### config.mk
export PLATFORM = sky130hd
export DESIGN_NAME = key_sync_edge
export DESIGN_NICKNAME = d
export VERILOG_FILES = /design/src/rtl/sequence_checker_pkg.sv /design/src/rtl/key_sync_edge.sv
export SDC_FILE = /design/constraint.sdc
export NUM_CORES = 1
export LEC_CHECK = 0
export CAP_MARGIN = 15
export CORE_AREA = 2 2 39 41
export CTS_BUF_LIST = sky130_fd_sc_hd__clkbuf_4 sky130_fd_sc_hd__clkbuf_8
export CTS_CLUSTER_SIZE = 24
export DETAILED_ROUTE_END_ITERATION = 8
export DIE_AREA = 0 0 41 43
export PLACE_DENSITY_LB_ADDON = 0.08
export SYNTH_ARGS = -nofsm -noshare
export SYNTH_HDL_FRONTEND = slang
export SYNTH_SLANG_ARGS = --single-unit
### constraint.sdc
create_clock -name clock -period 1.85 [get_ports clock]
set_clock_uncertainty 0.05 [all_clocks]
set_input_delay 0.185 -clock clock [delete_from_list [all_inputs] [get_ports clock]]
set_output_delay 0.185 -clock clock [all_outputs]
set_load 0.05 [all_outputs]
### src/rtl/sequence_checker_pkg.sv
// rtl/sequence_checker_pkg.sv - shared types, key map and FSM encoding for sequence_checker
package sequence_checker_pkg;

  localparam int unsigned DEPTH_DEFAULT  = 32;
  localparam int unsigned TILE_W_DEFAULT = 2;
  localparam int unsigned PTR_W          = 6;
  localparam int unsigned NUM_KEYS       = 4;

  typedef logic [TILE_W_DEFAULT-1:0] tile_t;

  localparam tile_t KEY0_TILE = 2'd0;
  localparam tile_t KEY1_TILE = 2'd1;
  localparam tile_t KEY2_TILE = 2'd2;
  localparam tile_t KEY3_TILE = 2'd3;

  localparam logic [NUM_KEYS-1:0] KEYS_RELEASED = 4'b1111;

  typedef enum logic [1:0] {
    ST_WAIT_RELEASE = 2'd0,
    ST_WAIT_PRESS   = 2'd1,
    ST_PENDING      = 2'd2
  } chk_state_e;

  // Keys are active-low; exactly one low key selects a tile
  function automatic logic is_single_press(input logic [NUM_KEYS-1:0] keys_n);
    return (keys_n == 4'b1110) || (keys_n == 4'b1101) ||
           (keys_n == 4'b1011) || (keys_n == 4'b0111);
  endfunction

  function automatic tile_t key_to_tile(input logic [NUM_KEYS-1:0] keys_n);
    tile_t t;
    case (keys_n)
      4'b1101: t = KEY1_TILE;
      4'b1011: t = KEY2_TILE;
      4'b0111: t = KEY3_TILE;
      default: t = KEY0_TILE;
    endcase
    return t;
  endfunction

endpackage

### src/rtl/key_sync_edge.sv
// rtl/key_sync_edge.sv - key synchronizer, optional debounce (KEY_DEBOUNCE_EN), single-press edge detect
module key_sync_edge
  import sequence_checker_pkg::*;
#(
  parameter int unsigned DEBOUNCE_CYCLES = 500000
) (
  input  logic                clock,
  input  logic                resetn,
  input  logic [NUM_KEYS-1:0] keys,
  output logic                press,
  output tile_t               press_tile,
  output logic                all_released
);

`ifdef KEY_DEBOUNCE_EN
  localparam bit USE_FILTER = 1'b1;
`else
  localparam bit USE_FILTER = 1'b0;
`endif

  logic [NUM_KEYS-1:0] sync1_q, sync1_d;
  logic [NUM_KEYS-1:0] sync2_q, sync2_d;
  logic [NUM_KEYS-1:0] prev_q, prev_d;
  logic [NUM_KEYS-1:0] filt;

  // Two-flop synchronizer feeding the filter, plus the previous filtered vector for edge detection
  always_comb begin
    sync1_d = keys;
    sync2_d = sync1_q;
    prev_d  = filt;
  end

  // Reset to "all pressed" so keys held through reset are never mistaken for a release
  always_ff @(posedge clock or negedge resetn) begin
    if (!resetn) begin
      sync1_q <= '0;
      sync2_q <= '0;
      prev_q  <= '0;
    end else begin
      sync1_q <= sync1_d;
      sync2_q <= sync2_d;
      prev_q  <= prev_d;
    end
  end

  if (USE_FILTER && (DEBOUNCE_CYCLES > 1)) begin : g_debounce
    localparam int unsigned CNT_W = $clog2(DEBOUNCE_CYCLES);
    localparam logic [CNT_W-1:0] CNT_LAST = CNT_W'(DEBOUNCE_CYCLES - 1);
    localparam logic [CNT_W-1:0] CNT_ONE  = CNT_W'(1);

    logic [NUM_KEYS-1:0] cand_q, cand_d;
    logic [NUM_KEYS-1:0] stable_q, stable_d;
    logic [CNT_W-1:0]    cnt_q, cnt_d;

    // Any change restarts the count; the vector is passed on once it has held long enough
    always_comb begin
      cand_d   = cand_q;
      cnt_d    = cnt_q;
      stable_d = stable_q;
      if (sync2_q != cand_q) begin
        cand_d = sync2_q;
        cnt_d  = '0;
      end else if (cnt_q != CNT_LAST) begin
        cnt_d = cnt_q + CNT_ONE;
      end else begin
        stable_d = cand_q;
      end
    end

    // Debounce state registers
    always_ff @(posedge clock or negedge resetn) begin
      if (!resetn) begin
        cand_q   <= '0;
        stable_q <= '0;
        cnt_q    <= '0;
      end else begin
        cand_q   <= cand_d;
        stable_q <= stable_d;
        cnt_q    <= cnt_d;
      end
    end

    assign filt = stable_q;
  end else begin : g_direct
    assign filt = sync2_q;
  end

  assign all_released = (filt == KEYS_RELEASED);
  assign press        = is_single_press(filt) && (prev_q == KEYS_RELEASED);
  assign press_tile   = key_to_tile(filt);

endmodule

==> reports/results.ini, run 1 <==
[floorplanning]
start_util=0.270
die_x_microns=41
placeableCoreArea_sq_um=1380
placementRows=14
die_h_microns=43
ios=10
dieArea_sq_um=1760

[global_route]
busiest_layer=met2
grt_overflow=0
use_met2=0.113
grt_usage=0.0819
grtUsageMet1=0.0788
grt_max_degree=13
grt_util_met3=0.0471
grt_pass1_wl_microns=848
antenna_found_initial=0
grt_pass1_vias=210

[final_layout]
fillers=138
utilization=0.380
final_common_cell=dfrtp_1
layout-drive-gt1-share=0.243
final_cell_mix=dfrtp_1, clkdlybuf4s50_1, clkbuf_4, buf_4, nand2_1
n_antenna_cell=0
area_delta_synth_final_pct=40.5
nets=44

[critical_path]
critPathMaxStageDelay_ns=0.40
required_ns=1.62
arrival_ns=1.35
path_class=flip-flop to output pin
reg2reg_slack_ns=1.25
worst_setup_path_end_kind=output pin
r2r-start=filt[3]$_DFF_PN0_
start_kind=flip-flop
critPathTopFamily=flip-flops
cpMaxStageDelayCell=dfrtp_1
rr_endpoint=prev_q[3]$_DFF_PN0_
cp_max_fo=5
worst-path-buf-inv=1
crit_chain=or2b_1 > a21oi_1 > o21a_1 > buf_12
reg2reg_depth=0

[pwr]
p_int_uw=414
clkPwrFrac=0.378
power.switching_uw=107
seqPwrFrac=0.543
p_per_area_nw_per_um2=991
total_power_uw=521
comb_power_share=0.080
netSwitchingFraction=0.205
peakVddDrop_uv=486
power.leakage_nw=0.237

[worst_hold_path]
hold_path.class=input port to async pin

[clock_network]
insertion_delay_ns=0.26
numCtsBuffers=3
cts.clk_slew.worst_paths_ns=0.07
clkSinkCount=12
clockRootBuffer=clkbuf_4
clk_path_buf_depth=2
post_cts_buffers=0
ctsHoldBuffers=0
cts_max_level=1
post_cts_resized=0
cts_tree=done

[timing]
setup-tns-final_ns=0
drv_slew=0
period_share=0.857
worst_pin_slew_ns=0.494
grt_setup_unrepaired=false
finalHoldWorstSlack_ns=0.203
fmax_ghz=0.631
fin_crit_ns=1.59
final-hold-violation-count=0
timing.slew.headroom=0.670
setup_viol=0

[synth]
synth_cell_type_count=11
syn_inst=24
yosysTopAreaCell=dfrtp_1
synthesis.area_sq_um=374
synth_top_family_by_area=simple AND/OR/NAND/NOR gates
synth_simple_gate_area_share=0.117
yosys-top-cells-area=dfrtp_1, and4_1, xnor2_1, xor2_1, nand2_1
ys_seq_area_frac=0.803
ys_warn_count=0
synth_fa_ha_area_frac=0
synthMuxAreaShare=0
ys_ff_latch=12
avgSynthCellArea_sq_um=15.6
synth_fp_nets=30
synth_compound_area_frac=0.0334
synth-xor-area-share=0.0468
synthDominantCellAreaShare=0.803

[placed_design]
io_buffers=9
gp_congestion=0.627

[outcome]
status=complete, no violations

[run]
cap_viol_max_count=0

[drt]
ant_nets=0
vias=220
wl_microns=493
drt_iter0_drc=0
first_pass_iters=1
drc_errors=0
wl_per_cell_microns=9.30
viasPerCell=4.15

## synthesized netlist by cell type
cell type,n
nand2b_1,1
and3_1,1
xnor2_1,1
dfrtp_1,12
nor2_1,2
and4_1,1
or2b_1,1
o21a_1,1
xor2_1,1
nand2_1,2
a21oi_1,1
## area by class of cell
| type | instances | area (sq um) | share of cell area |
|---|---|---|---|
| well taps | 16 | 20.0 | 0.0381 |
| flip-flops and latches | 12 | 300 | 0.571 |
| multi-input cells | 12 | 76.3 | 0.145 |
| clock buffers | 4 | 36.3 | 0.0690 |
| repair buffers | 9 | 92.6 | 0.176 |
## logic make-up after synthesis
logic type / count (synthesis)
flops: 12
simple gates: 8
compound gates: 2
xor+xnor: 2
## power groups by stage
stage | clock [mW] | sequential (mW) | combinational, mW
CTS | 0.206 | 0.283 | 0.0424
detailed placement | 0 | 0.288 | 0.0424
finish | 0.197 | 0.282 | 0.0415
floorplan | 0 | 0.286 | 0.0208
global route | 0.216 | 0.284 | 0.0460
global placement | 0 | 0.287 | 0.0414
## routing by layer
layer / wire [microns] / share of wire
met5: 0 / 0
met4: 8 / 0.016
met3: 42 / 0.085
met2: 266 / 0.54
met1: 175 / 0.35
## sequential cells by signal, summed over array words and instances (netlist names)
name	flops
filt	4
prev_q	4
sync1_q	4
## how the worst max path moves through the flow
stage,slack (ns),startpoint,cells past startpoint,endpoint
3_5_place_dp,0.54,filt[0]$_DFF_PN0_,4,press
5_1_grt,0.13,filt[1]$_DFF_PN0_,4,press
2_1_floorplan,0.11,filt[3]$_DFF_PN0_,3,press
4_1_cts,0.24,filt[0]$_DFF_PN0_,4,press
6_report,0.26,filt[1]$_DFF_PN0_,4,press
3_3_place_gp,0.58,filt[0]$_DFF_PN0_,4,press
## stage by stage
step | setup slack [ns] | area, sq um | cells
floorplan | 0.105 | 377 | 24
global placement | 0.575 | 489 | 49
detailed placement | 0.544 | 489 | 49
CTS | 0.239 | 526 | 53
global route | 0.129 | 526 | 53
finish | 0.265 | 526 | 53
Power figures use the tool's default switching activity.
==> run 2, diff against run 1 <==
- RECOVER_POWER: default -> 25
==> reports/results.ini, run 2 (synthesis gave the netlist of run 1 again) <==
[pwr]
p_per_area_nw_per_um2=988  ; was 991 nW/um^2
netSwitchingFraction=0.205  ; about the same
power.switching_uw=107  ; unchanged
total_power_uw=519  ; was 521 uW
comb_power_share=0.077  ; was 0.080
power.leakage_nw=0.238  ; was 0.237 nW
p_int_uw=412  ; was 414 uW
clkPwrFrac=0.379  ; was 0.378
peakVddDrop_uv=484  ; was 486 uV
seqPwrFrac=0.544  ; was 0.543

[run]
cap_viol_max_count=0  ; unchanged

[timing]
setup_viol=0  ; unchanged
grt_setup_unrepaired=false  ; unchanged
finalWorstSetupSlack_ns=0.265  ; unchanged
timing.slew.headroom=0.670  ; unchanged
fmax_ghz=0.631  ; unchanged
worst_pin_slew_ns=0.494  ; unchanged
setup-tns-final_ns=0  ; unchanged
fin_crit_ns=1.59  ; unchanged
final-hold-violation-count=0  ; unchanged
drv_slew=0  ; unchanged
period_share=0.857  ; unchanged

[final_layout]
final_cell_mix=dfrtp_1, dlygate4sd3_1, clkbuf_4, buf_4, nand2_1  ; was dfrtp_1, clkdlybuf4s50_1, clkbuf_4, buf_4, nand2_1
fillers=138  ; unchanged
multi_input_area_sq_um=76.3  ; unchanged
final_common_cell=dfrtp_1  ; unchanged
layout-drive-gt1-share=0.243  ; unchanged
nets=44  ; unchanged
seqCellArea_sq_um=300  ; unchanged
area_delta_synth_final_pct=40.5  ; unchanged
n_antenna_cell=0  ; unchanged
utilization=0.380  ; unchanged

[drt]
wl_per_cell_microns=9.30  ; unchanged
viasPerCell=4.15  ; unchanged
drc_errors=0  ; unchanged
first_pass_iters=1  ; unchanged
vias=220  ; unchanged
ant_nets=0  ; unchanged
drt_iter0_drc=0  ; unchanged
wl_microns=493  ; unchanged

[placed_design]
dpl_worst_slack_ns=0.544  ; unchanged
gp_congestion=0.627  ; unchanged
io_buffers=9  ; unchanged

[critical_path]
reg2reg_slack_ns=1.25  ; about the same
start_kind=flip-flop  ; unchanged
reg2reg_depth=0  ; unchanged
cp_max_fo=5  ; unchanged
required_ns=1.62  ; about the same
rr_endpoint=prev_q[3]$_DFF_PN0_  ; unchanged
arrival_ns=1.35  ; about the same
worst_setup_path_end_kind=output pin  ; unchanged
r2r-start=filt[3]$_DFF_PN0_  ; unchanged
path_class=flip-flop to output pin  ; unchanged
worstSetupStartpoint=filt[1]$_DFF_PN0_  ; unchanged

[global_route]
grt_pass1_vias=210  ; unchanged
antenna_found_initial=0  ; unchanged
grt_max_degree=13  ; unchanged
grt_overflow=0  ; unchanged
grt_usage=0.0819  ; unchanged
grt_pass1_wl_microns=848  ; unchanged

[clock_network]
cts.clk_slew.worst_paths_ns=0.07  ; about the same
ctsHoldBuffers=0  ; unchanged
numCtsBuffers=3  ; unchanged
clk_path_buf_depth=2  ; unchanged
post_cts_resized=0  ; unchanged
clockRootBuffer=clkbuf_4  ; unchanged
insertion_delay_ns=0.26  ; about the same
post_cts_buffers=0  ; unchanged
clkSinkCount=12  ; unchanged
cts_tree=done  ; unchanged
cts_max_level=1  ; unchanged

[floorplanning]
ios=10  ; unchanged
start_util=0.270  ; unchanged
die_h_microns=43  ; unchanged
die_x_microns=41  ; unchanged
dieArea_sq_um=1760  ; unchanged
placeableCoreArea_sq_um=1380  ; unchanged
placementRows=14  ; unchanged

[outcome]
status=complete, no violations  ; unchanged

[worst_hold_path]
hold_path.class=input port to async pin  ; unchanged

==> run 2: cell count changes in the layout (fill, tap and decap cells not counted), sizes merged <==
| cell | before | now |
|---|---|---|
| clkdlybuf4s50 | 5 | 1 |
| dlygate4sd3 | 0 | 4 |
==> run 2: cell type report <==
type / instances / share of cell area
Multi-Input combinational cell: 12 / 0.145
Tap cell: 16 / 0.0381
Timing Repair Buffer: 9 / 0.176
Sequential cell: 12 / 0.571
Clock buffer: 4 / 0.0690
==> run 2: through the flow <==
stage | hold slack (ns) | cell area (sq um) | instances
after floorplan | -0.161 | 377 | 24
after global placement | 0.282 | 489 | 49
after detailed placement | 0.287 | 489 | 49
after CTS | 0.216 | 526 | 53
after global routing | 0.249 | 526 | 53
final | 0.203 | 526 | 53
==> run 2: worst max-delay path, stage by stage, from the launching register on <==
cell and delay (ns):
dfrtp_1 0.40, or2b_1 0.24, a21oi_1 0.13, o21a_1 0.17, buf_12 0.14
==> run 2: per-layer routing <==
layer / up-vias / wire length, microns / GRT usage
met1: 105 / 175 / 0.0788
met2: 9 / 265 / 0.113
met4: 0 / 8 / 0.0800
li1: 104 / - / -
met3: 2 / 42 / 0.0471
met5: - / 0 / 0
==> run 2: worst max-delay path by stage <==
| stage | end | slack, ns | cells past startpoint |
|---|---|---|---|
| after detailed placement | press | 0.54 | 4 |
| after global routing | press | 0.13 | 4 |
| after floorplan | press | 0.11 | 3 |
| after CTS | press | 0.24 | 4 |
| final | press | 0.26 | 4 |
| after global placement | press | 0.58 | 4 |
==> run 2: power by group through the flow <==
stage	logic [mW]	registers (mW)	clock network [mW]
2_1_floorplan	0.0208	0.286	0
3_3_place_gp	0.0414	0.287	0
3_5_place_dp	0.0424	0.288	0
4_1_cts	0.0424	0.283	0.206
5_1_grt	0.0443	0.284	0.216
6_report	0.0398	0.282	0.197
==> run 3, diff against run 2 <==
- CAP_MARGIN: 15 -> default
- PLACE_DENSITY: default -> 0.57
- PLACE_DENSITY_LB_ADDON: 0.08 -> default
==> reports/results.ini, run 3 (synthesis gave the netlist of run 1 again) <==
[outcome]
status=complete, no violations  ; unchanged

[final_layout]
layout-drive-gt1-share=0.222  ; was 0.243
area_delta_synth_final_pct=36.8  ; was 40.5%
nets=44  ; unchanged
fin_area_sq_um=512  ; was 526 sq um
fillers=140  ; was 138
final_common_cell=dfrtp_1  ; unchanged
multi_input_area_sq_um=76.3  ; unchanged
seqCellArea_sq_um=300  ; unchanged
n_antenna_cell=0  ; unchanged
final_cell_mix=dfrtp_1, dlygate4sd3_1, clkbuf_4, buf_4, nand2_1  ; unchanged
final-instance-count-excl-fill=52  ; was 53

[timing]
finalHoldWorstSlack_ns=0.210  ; was 0.203 ns
final-hold-violation-count=0  ; unchanged
fin_crit_ns=1.58  ; was 1.59 ns
grt_setup_unrepaired=false  ; unchanged
setup_viol=0  ; unchanged
finalWorstSetupSlack_ns=0.267  ; was 0.265 ns
fmax_ghz=0.632  ; was 0.631 GHz
drv_slew=0  ; unchanged
period_share=0.856  ; was 0.857
worst_pin_slew_ns=0.497  ; was 0.494 ns
timing.slew.headroom=0.668  ; was 0.670
setup-tns-final_ns=0  ; unchanged

[drt]
drt-met1-wl_microns=201  ; was 175 microns
vias=212  ; was 220
dr_wl_met3_microns=37  ; was 42 microns
met2WireLength_microns=239  ; was 265 microns
viasPerCell=4.08  ; was 4.15
drt_iter0_drc=0  ; unchanged
drc_errors=0  ; unchanged
wl_per_cell_microns=9.21  ; was 9.30 microns
ant_nets=0  ; unchanged
wl_microns=479  ; was 493 microns
dr.max_layer_used=met3  ; was met4
first_pass_iters=1  ; unchanged

[placed_design]
dpl-instance-area_sq_um=489  ; unchanged
dp_cells=49  ; unchanged
gp_congestion=0.562  ; was 0.627
dpl_worst_slack_ns=0.528  ; was 0.544 ns
io_buffers=9  ; unchanged

[global_route]
grt_pass1_vias=229  ; was 210
antenna_found_initial=0  ; unchanged
grt_pass1_wl_microns=814  ; was 848 microns
grt_overflow=0  ; unchanged
grt_max_degree=13  ; unchanged
grt_usage=0.0779  ; was 0.0819

[clock_network]
insertion_delay_ns=0.26  ; about the same
cts_max_level=1  ; unchanged
clockRootBuffer=clkbuf_4  ; unchanged
cts.clk_slew.worst_paths_ns=0.06  ; was 0.07 ns
post_cts_buffers=0  ; unchanged
clk_path_buf_depth=2  ; unchanged
ctsHoldBuffers=0  ; unchanged
cts_tree=done  ; unchanged
post_cts_resized=0  ; unchanged
clkSinkCount=12  ; unchanged
numCtsBuffers=3  ; unchanged

[worst_hold_path]
hold_path.class=input port to async pin  ; unchanged

[critical_path]
reg2reg_depth=0  ; unchanged
cp_max_fo=5  ; unchanged
path_class=flip-flop to output pin  ; unchanged
start_kind=flip-flop  ; unchanged
r2r-start=filt[1]$_DFF_PN0_  ; was filt[3]$_DFF_PN0_
critPathMaxStageDelay_ns=0.40  ; about the same
arrival_ns=1.35  ; about the same
crit_chain=or2b_1 > a21oi_1 > o21a_1 > buf_12  ; unchanged
worst_setup_path_end_kind=output pin  ; unchanged
reg2reg_slack_ns=1.25  ; about the same
rr_endpoint=prev_q[1]$_DFF_PN0_  ; was prev_q[3]$_DFF_PN0_
required_ns=1.62  ; about the same
cpMaxStageDelayCell=dfrtp_1  ; unchanged

[run]
cap_viol_max_count=0  ; unchanged

[pwr]
power.leakage_nw=0.231  ; was 0.238 nW
peakVddDrop_uv=373  ; was 484 uV
p_int_uw=368  ; was 412 uW
seqPwrFrac=0.605  ; was 0.544
power.switching_uw=99.1  ; was 107 uW
comb_power_share=0.085  ; was 0.077
netSwitchingFraction=0.212  ; was 0.205
clkPwrFrac=0.310  ; was 0.379
p_per_area_nw_per_um2=913  ; was 988 nW/um^2

[floorplanning]
start_util=0.270  ; unchanged
dieArea_sq_um=1760  ; unchanged
placeableCoreArea_sq_um=1380  ; unchanged
die_x_microns=41  ; unchanged
placementRows=14  ; unchanged
die_h_microns=43  ; unchanged
ios=10  ; unchanged

## run 3: how the worst max path moves through the flow
stage | startpoint | slack (ns) | to
6_report | filt[1]$_DFF_PN0_ | 0.27 | press
5_1_grt | filt[1]$_DFF_PN0_ | 0.18 | press
4_1_cts | filt[1]$_DFF_PN0_ | 0.24 | press
3_5_place_dp | filt[1]$_DFF_PN0_ | 0.53 | press
3_3_place_gp | filt[0]$_DFF_PN0_ | 0.58 | press
2_1_floorplan | filt[3]$_DFF_PN0_ | 0.11 | press
## run 3: cell type report
cell class                      instances  area share
Timing Repair Buffer                    9       0.181
Sequential cell                        12       0.587
Multi-Input combinational cell         12       0.149
Clock buffer                            3      0.0440
Tap cell                               16      0.0391
## run 3: power groups by stage
stage	logic [mW]	registers [mW]	clock network, mW
2_1_floorplan	0.0208	0.286	0
3_3_place_gp	0.0418	0.287	0
3_5_place_dp	0.0423	0.288	0
4_1_cts	0.0423	0.283	0.153
5_1_grt	0.0439	0.284	0.170
6_report	0.0398	0.283	0.145
## run 3: metrics by stage
stage | power, mW | util
6_report | 0.467 | 0.370
5_1_grt | 0.498 | 0.370
4_1_cts | 0.478 | 0.370
3_5_place_dp | 0.330 | 0.354
3_3_place_gp | 0.329 | 0.354
2_1_floorplan | 0.307 | -
## run 3: per-layer routing
metal,track usage,up-vias
met2,0.100,10
met4,0.0800,0
met1,0.0790,100
met3,0.0471,0
met5,0,-
li1,-,102
## run 3: critical path, delay by kind of cell, from the launching register on
family | cells | cell delay, ns
flops | 1 | 0.40
simple gates | 1 | 0.24
compound gates | 2 | 0.30
buf+inv | 1 | 0.14
